[src/rtl/multi_delay_timer_pkg.sv]
// Shared definitions for the multi-channel delay timer: channel FSM state
// encoding and the per-channel mode values.
package multi_delay_timer_pkg;

  typedef enum logic [1:0] {
    ST_IDLE  = 2'd0,
    ST_COUNT = 2'd1,
    ST_DONE  = 2'd2
  } state_t;

  localparam logic MODE_PERIODIC = 1'b0;
  localparam logic MODE_ONESHOT  = 1'b1;

endpackage

[src/rtl/delay_timer_channel.sv]
// One timer channel: latches its delay on start, counts prescaler ticks and
// pulses Timeout on each expiry (periodic) or once before parking in DONE.
module delay_timer_channel
  import multi_delay_timer_pkg::*;
#(
  parameter int NumberOfBits = 8
) (
  input  logic                    Clock,
  input  logic                    Reset,
  input  logic                    Tick,
  input  logic                    Start,
  input  logic                    Mode,
  input  logic [NumberOfBits-1:0] Speed,
  output logic                    Timeout,
  output logic                    Done,
  output logic                    Busy,
  output state_t                  State
);

  localparam logic [NumberOfBits-1:0] ONE = {{(NumberOfBits-1){1'b0}}, 1'b1};

  state_t                  state;
  logic [NumberOfBits-1:0] count;
  logic [NumberOfBits-1:0] speed_l;

  assign State = state;

  // Dropping Start outranks an expiry landing in the same cycle.
  always_ff @(posedge Clock) begin
    if (Reset) begin
      state   <= ST_IDLE;
      count   <= '0;
      speed_l <= '0;
      Timeout <= 1'b0;
      Done    <= 1'b0;
      Busy    <= 1'b0;
    end else if (!Start) begin
      state   <= ST_IDLE;
      count   <= '0;
      Timeout <= 1'b0;
      Done    <= 1'b0;
      Busy    <= 1'b0;
    end else begin
      Timeout <= 1'b0;
      case (state)
        ST_IDLE: begin
          if (Speed != '0) begin
            speed_l <= Speed;
            count   <= '0;
            state   <= ST_COUNT;
            Busy    <= 1'b1;
          end
        end
        ST_COUNT: begin
          if (Tick) begin
            // Expiry compare is the only wrap point, so all-ones never overflows.
            if (count == speed_l - ONE) begin
              Timeout <= 1'b1;
              count   <= '0;
              if (Mode == MODE_ONESHOT) begin
                state <= ST_DONE;
                Busy  <= 1'b0;
                Done  <= 1'b1;
              end
            end else begin
              count <= count + ONE;
            end
          end
        end
        ST_DONE: begin
          Done <= 1'b1;
          Busy <= 1'b0;
        end
        default: begin
          state <= ST_IDLE;
          Busy  <= 1'b0;
          Done  <= 1'b0;
        end
      endcase
    end
  end

endmodule

[src/rtl/multi_delay_timer.sv]
// Multi-channel programmable delay/period timer: a shared prescaler ticks
// Channels independent delay_timer_channel instances.
module multi_delay_timer
  import multi_delay_timer_pkg::*;
#(
  parameter int NumberOfBits = 8,
  parameter int Channels     = 4,
  parameter int PrescaleBits = 4
) (
  input  logic                             Clock,
  input  logic                             Reset,
  input  logic [Channels-1:0]              Start,
  input  logic [Channels-1:0]              Mode,
  input  logic [Channels*NumberOfBits-1:0] Speed,
  input  logic [PrescaleBits-1:0]          Prescale,
  output logic [Channels-1:0]              Timeout,
  output logic [Channels-1:0]              Done,
  output logic [Channels-1:0]              Busy,
  output logic [2*Channels-1:0]            State
);

  localparam logic [PrescaleBits-1:0] PC_ONE = {{(PrescaleBits-1){1'b0}}, 1'b1};

  logic [PrescaleBits-1:0] pc;
  logic                    tick;
  logic                    any_busy;

  // The >= lets a lowered Prescale take effect without waiting for a wrap.
  assign tick     = (pc >= Prescale);
  assign any_busy = |Busy;

  always_ff @(posedge Clock) begin
    if (Reset || !any_busy) begin
      pc <= '0;
    end else if (tick) begin
      pc <= '0;
    end else begin
      pc <= pc + PC_ONE;
    end
  end

  for (genvar i = 0; i < Channels; i++) begin : g_ch
    delay_timer_channel #(
      .NumberOfBits(NumberOfBits)
    ) u_ch (
      .Clock  (Clock),
      .Reset  (Reset),
      .Tick   (tick),
      .Start  (Start[i]),
      .Mode   (Mode[i]),
      .Speed  (Speed[i*NumberOfBits +: NumberOfBits]),
      .Timeout(Timeout[i]),
      .Done   (Done[i]),
      .Busy   (Busy[i]),
      .State  (State[2*i +: 2])
    );
  end

endmodule

[config.mk]
export PLATFORM = sky130hd
export DESIGN_NAME = multi_delay_timer
export DESIGN_NICKNAME = d
export VERILOG_FILES = /design/src/rtl/multi_delay_timer_pkg.sv /design/src/rtl/delay_timer_channel.sv /design/src/rtl/multi_delay_timer.sv
export SDC_FILE = /design/constraint.sdc
export NUM_CORES = 1
export LEC_CHECK = 0
export ABC_AREA = 1
export ABC_CLOCK_PERIOD_IN_PS = 2800
export BUFFER_PORTS_ARGS = -buffer_cell sky130_fd_sc_hd__clkbuf_2
export CAP_MARGIN = 20
export CORE_MARGIN = 2
export CORE_UTILIZATION = 59
export CTS_CLUSTER_DIAMETER = 100
export DETAILED_ROUTE_END_ITERATION = 10
export MAX_ROUTING_LAYER = met4
export PLACE_DENSITY = 0.81
export SLEW_MARGIN = 10
export SYNTH_ARGS = -nofsm -noshare
export SYNTH_HDL_FRONTEND = slang
export SYNTH_HIERARCHICAL = 1
export SYNTH_SLANG_ARGS = --single-unit
[constraint.sdc]
create_clock -name Clock -period 2.8 [get_ports Clock]
set_clock_uncertainty 0.1 [all_clocks]
set_input_delay 0.14 -clock Clock [delete_from_list [all_inputs] [get_ports Clock]]
set_output_delay 0.14 -clock Clock [all_outputs]
set_load 0.005 [all_outputs]
==> flow_metrics.tcl <==
set metrics [dict create \
    status "finished, final reports clean" \
    min_path_type "input pin to flip-flop" \
    clock_latency_ps 360 \
    hpwl_um 9580 \
    timing.setup.tns_ps 0 \
    die-area_mm2 0.00992 \
    slew_headroom_pct 67.5 \
    max_clock_freq_mhz 405 \
    synth.top_cell.area_share_pct 32.7 \
    vias 5292 \
    peakVddDrop_mv 0.396 \
    place_inst 935 \
    drt-pass1-iter-count 5 \
    cts_root_buffer "clkbuf_8" \
    io_buffer_count 65 \
    synthFlopType "dfxtp_1" \
    drc_errors 0 \
    ctsHoldBuffers 33 \
    place.gp.congestion 0.883 \
    gr-total-overflow 0 \
    critical_path.max_fanout 8 \
    crit_arrival_ps 2620 \
    leakagePower_nw 2.93 \
    cts_setup_buffers 0 \
    seq_area_frac_synth_pct 32.7 \
    synth.distinct_cells 30 \
    powerDensity_mw_per_mm2 500 \
    avgSynthCellArea_um2 7.05 \
    period_share_pct 88.1 \
    setup_viol_count_final 0 \
    fillers 693 \
    layout_commonest_cell "nand2_1" \
    die_y_um 99.6 \
    cts_buffers 9 \
    syn_nets 836 \
    avgViaCountPerCell 5.38 \
    synthCells 765 \
    chipWidth_um 99.6 \
    synthArstFlopShare_pct 0 \
    cts_tree "yes" \
    area_delta_synth_final_pct 18.5 \
    grt_start_max_net_pins 18 \
    startpoint_type "flip-flop" \
    grt_pass1_vias 5258 \
    synth-edff-count 0 \
    cts_sinks 88 \
    num_io_pins 66 \
    final_cells 984 \
    drtIter0Drc 176 \
    tightest_slew_ps 488 \
    htreeDepth 3 \
    routedWlPerCell_um 13.2 \
    drive_above_1_share_pct 18.9 \
    grt_pass1_wl_um 22100 \
    synth_area_mm2 0.00539 \
    num_antenna_cells 0 \
    antenna_left 0 \
    final_max_slew_viol_count 0 \
    period_minus_slack_ps 2470 \
    final_cell_mix "167 x nand2_1, 100 x nor2_1, 88 x dfxtp_1" \
    end_kind "flip-flop" \
    yosysWarnings 6 \
    synth-seq-cells 88 \
    ctsResizeCount 0 \
    required_ps 2950 \
    grt_util_all_layers_pct 27.8 \
    nNetsFinal 942 \
    total_power_mw 3.20 \
    crit_type "flip-flop to flip-flop" \
    antenna_found_initial 0 \
    synth_area_leaders "dfxtp_1 33%, nand2_1 12%, nand3_1 7.3%, nor2_1 7.0%, ha_1 5.8%" \
    multi_input_area_mm2 0.00329 \
    cts_buffer_depth 2 \
    coreArea_mm2 0.00881 \
    grt_setup_unrepaired "no" \
    final_hold_viol_count 0 \
    wl_um 13000 \
    path_clk_slew_ps 100 \
    yosysTopAreaCell "dfxtp_1" \
    cap_violations 0 \
    initial_utilization_pct 61.2 \
    final-seq-area_mm2 0.00176 \
    rows 34 \
]
[path summary, 6_finish.rpt]
| check | from | end | slack, ps | cells after the start |
|---|---|---|---|---|
| max | pc[0] | g_ch[1].u_ch/count[6] | 330 | 16 |
| min | Speed[20] | g_ch[2].u_ch/speed_l[4] | 6 | 3 |
| max reg2reg | pc[0] | g_ch[1].u_ch/count[6] | 330 | 16 |
| min reg2reg | pc[0] | pc[0] | 370 | 1 |
[report_power, final]
part,switching (mW),leakage (nW),internal [mW]
clock network,0.474,0.110,0.504
logic,0.500,2.11,0.320
registers,0.0791,0.718,1.32
[final cells by class]
type	instances	share of cell area (%)
Multi-Input combinational cell	587	51.5
Sequential cell	88	27.6
Timing Repair Buffer	99	10.4
Inverter	86	5.05
Tap cell	108	2.11
Clock buffer	9	1.94
Clock inverter	7	1.49
[Yosys cell counts (all sizes together) (4+ instances only)]
| cell | n |
|---|---|
| a21oi | 60 |
| buf | 4 |
| dfxtp | 88 |
| ha | 25 |
| inv | 86 |
| nand2 | 192 |
| nand3 | 84 |
| nand3b | 4 |
| nand4 | 8 |
| nor2 | 114 |
| nor3 | 14 |
| nor3b | 10 |
| o21ai | 28 |
| o31ai | 4 |
| or2 | 4 |
| xnor2 | 15 |
| xor2 | 21 |
[sequential cells by signal (all words and copies together) (netlist names)]
signal,count
g_ch.u_ch/Busy,4
pc,4
g_ch.u_ch/State,8
g_ch.u_ch/Done,4
g_ch.u_ch/speed_l,32
g_ch.u_ch/Timeout,4
g_ch.u_ch/count,32
[kinds of logic after synthesis]
logic type | share of synthesized area [%]
compound gates | 9.75
fa+ha+maj | 5.80
buf+inv | 6.36
simple gates | 39.6
flops | 32.7
xor+xnor | 5.85
[stage by stage]
stage | utilization [%] | setup WS, ps | hold slack, ps | area, um^2
after global placement | 66.3 | 519 | 310 | 5840
after global routing | 72.6 | 139 | 31.5 | 6390
after floorplan | - | 694 | 109 | 5390
after detailed placement | 66.3 | 449 | 316 | 5840
after CTS | 72.6 | 361 | 0.517 | 6390
final | 72.6 | 333 | 5.84 | 6390
[worst max-delay path, stage by stage (launching register included)]
cell     delay [ps]
dfxtp_1         380
inv_1            60
ha_1            260
inv_1            30
nand2_1          50
nand2_1          50
nand2_1          60
nand2_2          50
nand2_1         270
nand2_1         120
o21ai_0         110
nand2_2         130
or2_4           260
nor2_4          120
nand2_2          70
nor2_1          150
nor3b_2          70
[per-layer routing]
metal | up-vias | share of wire (%) | track usage [%]
li1 | 2694 | - | -
met5 | - | 0 | -
met2 | 135 | 51 | 49.9
met4 | 0 | 1.6 | 8.75
met3 | 22 | 4.5 | 5.13
met1 | 2441 | 43 | 31.3
Note: power is estimated with default switching activity, not from simulation.
